===== src/rtl/tl_pkg.sv =====
// Light codes and queue-depth type shared by the traffic sensor and the traffic light controller.
// No logic here, so no latency and no flow control.
package tl_pkg;

   typedef logic [1:0] light_t;

   localparam light_t GREEN  = 2'b00;
   localparam light_t YELLOW = 2'b01;
   localparam light_t RED    = 2'b10;
   localparam light_t LEFT   = 2'b11;

   typedef logic [3:0] qdepth_t;

   localparam qdepth_t Q_MAX = 4'd15;

endpackage


===== src/rtl/tl_lane_queue.sv =====
// One lane: detector sync + debounce, arrival edge, pass timer, saturating queue and sticky overflow.
// Detector to queue takes DEB_CYCLES+3 edges; there is no backpressure, and arrivals at a full queue are dropped.
module tl_lane_queue
   import tl_pkg::*;
#(
   parameter int DEB_CYCLES  = 3,
   parameter int PASS_CYCLES = 2
) (
   input  logic    clk,
   input  logic    reset,
   input  logic    det,
   input  logic    svc,
   output qdepth_t q,
   output logic    ovf
);

   localparam logic [3:0] DEB_LAST  = 4'(DEB_CYCLES - 1);
   localparam logic [3:0] PASS_LAST = 4'(PASS_CYCLES - 1);

   logic       sync1, sync2;
   logic       deb, deb_d;
   logic [3:0] stab_cnt;
   logic [3:0] pass_tmr;
   logic       arr, dis;

   always_ff @(posedge clk) begin
      if (reset) begin
         sync1 <= 1'b0;
         sync2 <= 1'b0;
      end else begin
         sync1 <= det;
         sync2 <= sync1;
      end
   end

   // A sample that matches the current level restarts the stability count.
   always_ff @(posedge clk) begin
      if (reset) begin
         deb      <= 1'b0;
         deb_d    <= 1'b0;
         stab_cnt <= 4'd0;
      end else begin
         deb_d <= deb;
         if (sync2 != deb) begin
            if (stab_cnt == DEB_LAST) begin
               deb      <= sync2;
               stab_cnt <= 4'd0;
            end else begin
               stab_cnt <= stab_cnt + 4'd1;
            end
         end else begin
            stab_cnt <= 4'd0;
         end
      end
   end

   assign arr = deb & ~deb_d;
   assign dis = svc && (q != 4'd0) && (pass_tmr == PASS_LAST);

   always_ff @(posedge clk) begin
      if (reset) begin
         pass_tmr <= 4'd0;
      end else if (svc && (q != 4'd0)) begin
         if (pass_tmr == PASS_LAST) pass_tmr <= 4'd0;
         else                       pass_tmr <= pass_tmr + 4'd1;
      end else begin
         pass_tmr <= 4'd0;
      end
   end

   // Simultaneous arrival and discharge cancel out.
   always_ff @(posedge clk) begin
      if (reset) begin
         q   <= 4'd0;
         ovf <= 1'b0;
      end else begin
         unique case ({arr, dis})
            2'b10: begin
               if (q == Q_MAX) ovf <= 1'b1;
               else            q   <= q + 4'd1;
            end
            2'b01:   q <= q - 4'd1;
            default: q <= q;
         endcase
      end
   end

endmodule


===== src/rtl/tl_traffic_sensor.sv =====
// Four-lane vehicle queue tracker producing traffic requests for the light controller.
// Detector to T output takes DEB_CYCLES+3 edges; no backpressure, full queues drop arrivals and flag ovf.
module tl_traffic_sensor
   import tl_pkg::*;
#(
   parameter int DEB_CYCLES  = 3,
   parameter int PASS_CYCLES = 2
) (
   input  logic       clk,
   input  logic       reset,
   input  logic       det_a,
   input  logic       det_al,
   input  logic       det_b,
   input  logic       det_bl,
   input  logic [1:0] La,
   input  logic [1:0] Lb,
   output logic       Ta,
   output logic       Tal,
   output logic       Tb,
   output logic       Tbl,
   output logic [3:0] q_a,
   output logic [3:0] q_al,
   output logic [3:0] q_b,
   output logic [3:0] q_bl,
   output logic [3:0] ovf
);

   logic [3:0] det;
   logic [3:0] svc;
   qdepth_t    q [4];
   logic [3:0] lane_ovf;

   assign det = {det_bl, det_b, det_al, det_a};
   assign svc = {Lb == LEFT, Lb == GREEN, La == LEFT, La == GREEN};

   for (genvar i = 0; i < 4; i++) begin : g_lane
      tl_lane_queue #(
         .DEB_CYCLES  (DEB_CYCLES),
         .PASS_CYCLES (PASS_CYCLES)
      ) u_lane (
         .clk   (clk),
         .reset (reset),
         .det   (det[i]),
         .svc   (svc[i]),
         .q     (q[i]),
         .ovf   (lane_ovf[i])
      );
   end

   assign q_a  = q[0];
   assign q_al = q[1];
   assign q_b  = q[2];
   assign q_bl = q[3];
   assign ovf  = lane_ovf;

   assign Ta  = (q[0] != 4'd0);
   assign Tal = (q[1] != 4'd0);
   assign Tb  = (q[2] != 4'd0);
   assign Tbl = (q[3] != 4'd0);

endmodule


===== config.mk =====
export PLATFORM = sky130hd
export DESIGN_NAME = tl_traffic_sensor
export DESIGN_NICKNAME = d
export VERILOG_FILES = /design/src/rtl/tl_pkg.sv /design/src/rtl/tl_lane_queue.sv /design/src/rtl/tl_traffic_sensor.sv
export SDC_FILE = /design/constraint.sdc
export NUM_CORES = 1
export LEC_CHECK = 0
export BUFFER_PORTS_ARGS = -buffer_cell sky130_fd_sc_hd__buf_4
export CAP_MARGIN = 20
export CORE_AREA = 2 2 81 83
export CTS_CLUSTER_DIAMETER = 50
export DETAILED_ROUTE_END_ITERATION = 10
export DIE_AREA = 0 0 83 85
export GPL_TIMING_DRIVEN = 0
export PLACE_DENSITY = 0.7
export SLEW_MARGIN = 20
export SYNTH_ARGS = -nofsm -noshare
export SYNTH_HDL_FRONTEND = slang
export SYNTH_HIERARCHICAL = 1
export SYNTH_SLANG_ARGS = --single-unit

===== constraint.sdc =====
create_clock -name clk -period 2.2 [get_ports clk]
set_input_delay 0.44 -clock clk [delete_from_list [all_inputs] [get_ports clk]]
set_output_delay 0.44 -clock clk [all_outputs]
set_load 0.05 [all_outputs]

==> results of run 1 <==
[critical path, cell delays in order (launching register included)]
cell     delay (ps)
dfxtp_4         360
or4_4           530
nand3_4          90
nor2_1           50
xor2_1          160
ha_2            180
and3_1          140
mux2i_1         140
mux2_1          330
[cell families (layout without fill, tap and decap cells)]
group	count (synthesis)	in the layout	share of synthesized area [%]
multiplexers	24	24	8.83
AND/OR/NAND/NOR	155	155	26.5
AO/OA/AOI/OAI	11	11	3.42
flip-flops	68	68	43.3
XOR/XNOR	24	24	6.68
buffers and inverters	21	85	3.34
adder cells (fa/ha/maj)	20	20	7.95
[metrics by stage]
| step | hold slack (ps) | instance area, µm² |
|---|---|---|
| after detailed placement | 427 | 3510 |
| after floorplan | 414 | 3170 |
| after CTS | 295 | 3690 |
| after global placement | 421 | 3510 |
| after global routing | 297 | 3940 |
| final | 306 | 3940 |
[synthesized netlist by cell type, drive strengths merged]
cell,number
a21oi,1
or2b,4
nor4,4
mux2,9
a31oi,3
mux2i,15
o41ai,3
ha,20
nand2,4
nor2,63
nor3,4
nand3,10
a41oi,4
dfxtp,68
and2,2
or4,9
clkbuf,4
and3,4
xnor2,12
xor2,12
nand4,4
nand2b,7
nor3b,9
nor2b,24
buf,6
inv,11
or3,7
[worst max path at each step]
stage | from | to | slack (ps) | cells after the start
floorplan | g_lane[3].u_lane/q[1] | g_lane[3].u_lane/q[2] | -9 | 8
global placement | La[0] | g_lane[1].u_lane/q[2] | -2 | 11
detailed placement | Lb[1] | g_lane[2].u_lane/q[2] | -20 | 11
CTS | g_lane[3].u_lane/q[0] | g_lane[3].u_lane/q[2] | 2 | 8
global route | g_lane[3].u_lane/pass_tmr[1] | g_lane[3].u_lane/q[2] | -10 | 10
finish | g_lane[3].u_lane/q[1] | g_lane[3].u_lane/q[2] | 110 | 8
[power groups by stage]
stage | Clock (mW) | Combinational, mW | Sequential [mW]
finish | 0.906 | 0.0561 | 1.23
CTS | 0.942 | 0.0553 | 1.24
detailed placement | 0 | 0.0552 | 1.27
floorplan | 0 | 0.0292 | 1.27
global route | 0.992 | 0.0631 | 1.23
global placement | 0 | 0.0541 | 1.27
[final cells by class]
cell class / count / area (µm²)
Inverter: 11 / 41.3
Sequential cell: 68 / 1410
Fill cell: 511 / 2260
Buffer: 7 / 30.0
Clock inverter: 4 / 25.0
Tap cell: 77 / 96.3
Clock buffer: 11 / 151
Timing Repair Buffer: 52 / 390
Multi-Input combinational cell: 234 / 1790
[per-layer routing]
metal	routed length, µm	track usage, %	part of all wire [%]
met5	0	0	0
met3	201	4.47	3.7
met2	2610	24.1	48
met1	2520	20.1	46
met4	114	9.09	2.1
[what timing repair did]
action                     in CTS  in global routing
buffers inserted                0                 19
setup endpoints to repair       1                  4
pin swaps                       1                  4
gates resized for setup         0                 35
[state kept, by name, indices dropped and copies added (netlist names)]
| register | flops |
|---|---|
| g_lane.u_lane/sync2 | 4 |
| g_lane.u_lane/q | 16 |
| g_lane.u_lane/sync1 | 4 |
| g_lane.u_lane/deb | 4 |
| g_lane.u_lane/deb_d | 4 |
| g_lane.u_lane/ovf | 4 |
| g_lane.u_lane/pass_tmr | 16 |
| g_lane.u_lane/stab_cnt | 16 |
==> impl_metrics.env, run 1 <==
export IMPL_cts_root_buffer="clkbuf_8"
export IMPL_hold_viol=0
export IMPL_layout_cells_most_common="nor2_1"
export IMPL_critPathMaxFanout=5
export IMPL_worstSetupStartpointType="flip-flop"
export IMPL_die_w_um=83
export IMPL_worst_pin_slew_ps=461
export IMPL_clockBufferDepth=2
export IMPL_slew_viol_final=0
export IMPL_outcome="completed"
export IMPL_timing_final_ws_setup_ps=107
export IMPL_cts_tree="done"
export IMPL_wirelength_mm=5.45
export IMPL_antenna_cells=0
export IMPL_wl_per_cell_um=11.7
export IMPL_worstPathArrival_ps=2320
export IMPL_via_per_inst=5.09
export IMPL_nNetsFinal=413
export IMPL_synthCells=323
export IMPL_p_sw_share_pct=22.0
export IMPL_hold_buffers=0
export IMPL_htreeDepth=3
export IMPL_cp_end_kind="flip-flop"
export IMPL_peakVddDrop_v=0.000461
export IMPL_num_rows=29
export IMPL_maxCapViolCount=0
export IMPL_p_leak_nw=1.76
export IMPL_hold_class="input port to flip-flop"
export IMPL_globalplace_congestion=0.746
export IMPL_whs_endpoint="g_lane[3].u_lane/sync1"
export IMPL_r2r_end="g_lane[3].u_lane/q[2]"
export IMPL_dp_slack_ps=-21.4
export IMPL_grt_usage_pct=15.8
export IMPL_initial_utilization_pct=50.7
export IMPL_postSynthAreaPerCell_um2=9.74
export IMPL_reg2reg_slack_ps=110
export IMPL_finClkSkew_ps=11.0
export IMPL_intPower_mw=1.71
export IMPL_pwr_share_clk_pct=41.3
export IMPL_p_per_area_nw_per_um2=557
export IMPL_comb_power_share_pct=2.6
export IMPL_synth_area_um2=3150
export IMPL_instances_no_fill=464
export IMPL_grt_pass1_vias=2110
export IMPL_fmax_mhz=478
export IMPL_grt_start_max_net_pins=21
export IMPL_worstSetupPathType="flip-flop to flip-flop"
export IMPL_die_h_um=85
export IMPL_synth_top_area_cell="dfxtp_1"
export IMPL_finalSetupTns_ps=0
export IMPL_regToRegStartpoint="g_lane[3].u_lane/q[1]"
export IMPL_port_buffer_count=33
export IMPL_die_area_um2=7060
export IMPL_cts_made_buffers=9
export IMPL_detail_route_antenna_nets=0
export IMPL_yosysSeqAreaShare_pct=43.3
export IMPL_synth_seq_cells=68
export IMPL_num_vias=2361
export IMPL_ys_warn_count=6
export IMPL_cts_sinks=68
export IMPL_synthTopCellsByArea="dfxtp_1 43%, ha_1 8.0%, nor2_1 7.5%, nor2b_1 4.8%, mux2i_1 3.8%"
export IMPL_final_core_util_pct=63.5
export IMPL_ioPinCount=34
export IMPL_p_sw_uw=482
export IMPL_dp_hpwl_mm=3.48
export IMPL_layout_drive_gt1_share_pct=29.7
export IMPL_yosysTopAreaCellShare_pct=43.3
export IMPL_power_mw=2.19
export IMPL_dpl_cell_count=433
export IMPL_yosysUniqueCellTypes=34
export IMPL_drc=0
export IMPL_area_growth_syn_to_layout_pct=25.2
export IMPL_cp_data_required_time_ps=2430
export IMPL_setup_viol=0
export IMPL_first_iter_violations=74
export IMPL_mostFrequentLayoutCells="62 x nor2_1, 52 x buf_4, 49 x dfxtp_1"
export IMPL_clk_latency_ps=340
export IMPL_power_frac_seq_pct=56.1
export IMPL_grt_first_pass_wirelength_mm=9.14
export IMPL_min_period_over_period_pct=95.1
export IMPL_finalCriticalPeriod_ps=2090
export IMPL_r2r_cells=8
export IMPL_clk_pin_slew_ps=70
export IMPL_holdPathStages=2
export IMPL_relSlewSlack_pct=69.2
export IMPL_synth_fp_nets=353
export IMPL_hp_start="det_bl"
export IMPL_core_um2=6200
export IMPL_overflow=0
export IMPL_antenna_found_initial=0
export IMPL_drtPass1Iterations=4
Power figures use the tool's default switching activity.
==> run 2: changes to the inputs <==
Settings changed: CORE_AREA 2 2 81 83 to 2 2 77 79, DIE_AREA 0 0 83 85 to 0 0 79 81, PLACE_DENSITY 0.7 to not set, PLACE_DENSITY_LB_ADDON set to 0.2.
Clock period 2.2 ns to 1.95 ns, I/O delays scaled along.
==> impl_metrics.env, run 2 (same netlist as run 1, synthesis figures left out) <==
export IMPL_hold_buffers=0
export IMPL_rsz0062_at_grt="true"
export IMPL_drtPass1Iterations=4
export IMPL_antenna_cells=0
export IMPL_slew_viol_final=0
export IMPL_grt_pass1_vias=2003
export IMPL_initial_utilization_pct=55.4
export IMPL_instances_no_fill=463
export IMPL_core_um2=5680
export IMPL_design_area_um2=4040
export IMPL_dp_hpwl_mm=3.45
export IMPL_htreeDepth=3
export IMPL_fmax_mhz=482
export IMPL_p_per_area_nw_per_um2=638
export IMPL_dpl_cell_count=431
export IMPL_grt_first_pass_wirelength_mm=8.96
export IMPL_clockBufferDepth=2
export IMPL_first_iter_violations=92
export IMPL_placed_cell_area_um2=3560
export IMPL_min_period_over_period_pct=106
export IMPL_num_vias=2385
export IMPL_cp_end_kind="flip-flop"
export IMPL_hold_ws_ps=257
export IMPL_mostFrequentLayoutCells="59 x nor2_1, 47 x dfxtp_1, 42 x buf_4"
export IMPL_finalCriticalPeriod_ps=2080
export IMPL_relSlewSlack_pct=71.5
export IMPL_top_regs="g_lane.u_lane/pass_tmr (16), g_lane.u_lane/q (16), g_lane.u_lane/stab_cnt (16)"
export IMPL_violations="setup timing"
export IMPL_setup_viol=4
export IMPL_ioPinCount=34
export IMPL_worst_path_largest_cell_delay_ps=550
export IMPL_nNetsFinal=413
export IMPL_worst_path_buf_inv=0
export IMPL_peakVddDrop_v=0.000533
export IMPL_grt_start_max_net_pins=21
export IMPL_cp_data_required_time_ps=2170
export IMPL_worstPathArrival_ps=2290
export IMPL_dp_slack_ps=-200
export IMPL_overflow=0
export IMPL_clk_latency_ps=340
export IMPL_hold_class="input port to flip-flop"
export IMPL_maxCapViolCount=0
export IMPL_antenna_found_initial=0
export IMPL_worstSetupPathType="flip-flop to flip-flop"
export IMPL_cts_sinks=68
export IMPL_p_leak_nw=1.78
export IMPL_hold_viol=0
export IMPL_cts_made_buffers=9
export IMPL_cp_slowest_cell="or4_4"
export IMPL_area_growth_syn_to_layout_pct=28.2
export IMPL_wl_per_cell_um=12.1
export IMPL_port_buffer_count=33
export IMPL_die_area_um2=6400
export IMPL_cts_root_buffer="clkbuf_8"
export IMPL_die_w_um=79
export IMPL_outcome="complete, but fails checks"
export IMPL_wirelength_mm=5.62
export IMPL_path_cells="or4_4, nand3_4, nor2_2, xor2_1, ha_2, and3_4, mux2i_1, mux2_1"
export IMPL_grt_usage_pct=17.8
export IMPL_path_delay_family="simple AND/OR/NAND/NOR gates"
export IMPL_layout_cells_most_common="nor2_1"
export IMPL_drc=0
export IMPL_timing_final_ws_setup_ps=-125
export IMPL_globalplace_congestion=0.756
export IMPL_final_core_util_pct=71.1
export IMPL_critPathMaxFanout=2
export IMPL_clk_pin_slew_ps=80
export IMPL_detail_route_antenna_nets=0
export IMPL_layout_drive_gt1_share_pct=32.2
export IMPL_num_rows=28
export IMPL_cts_tree="done"
export IMPL_die_h_um=81
export IMPL_worst_pin_slew_ps=427
export IMPL_worstSetupStartpointType="flip-flop"
export IMPL_via_per_inst=5.15
export IMPL_n_fill_cell=440
export IMPL_finClkSkew_ps=7.64
[run 2: worst paths after layout]
kind	start	endpoint	slack, ps	cells past startpoint
hold / removal	det_al	g_lane[1].u_lane/sync1	260	2
hold reg to reg	g_lane[0].u_lane/pass_tmr[0]	g_lane[0].u_lane/pass_tmr[0]	430	1
setup / recovery	g_lane[3].u_lane/q[0]	g_lane[3].u_lane/q[2]	-130	8
setup reg to reg	g_lane[3].u_lane/q[0]	g_lane[3].u_lane/q[2]	-130	8
[run 2: metrics by stage]
stage                     total power [mW]  TNS, ps
final                                 2.57     -325
after global routing                  2.68     -722
after CTS                             2.62     -350
after detailed placement              1.48     -725
after global placement                1.48     -635
after floorplan                       1.45     -494
[run 2: power by group]
part,internal [mW],switching (mW),total (mW)
Clock,0.620,0.501,1.12
Sequential,1.38,0.00577,1.39
Combinational,0.0287,0.0346,0.0633
[run 2: layer usage]
layer	vias to the layer above	wire, µm	share of wire [%]	track usage (%)
met5	-	0	0	0
met4	0	119	2.1	10.7
met3	12	192	3.4	4.00
met2	48	2630	47	26.9
met1	1111	2670	48	23.3
li1	1214	-	-	-
[run 2: layout make-up]
type,count,area (µm²),share of cell area (%)
multi-input cells,234,1820,45.2
flip-flops and latches,68,1420,35.1
repair buffers,52,439,10.9
clock buffers,11,141,3.50
well taps,75,93.8,2.33
clock inverters,5,51.3,1.27
inverters,11,41.3,1.02
plain buffers,7,30.0,0.744
[run 2: what timing repair did]
action	CTS	global route
buffers inserted	12	7
pin swaps	4	4
gates resized for setup	14	23
endpoints found under the setup margin	4	8
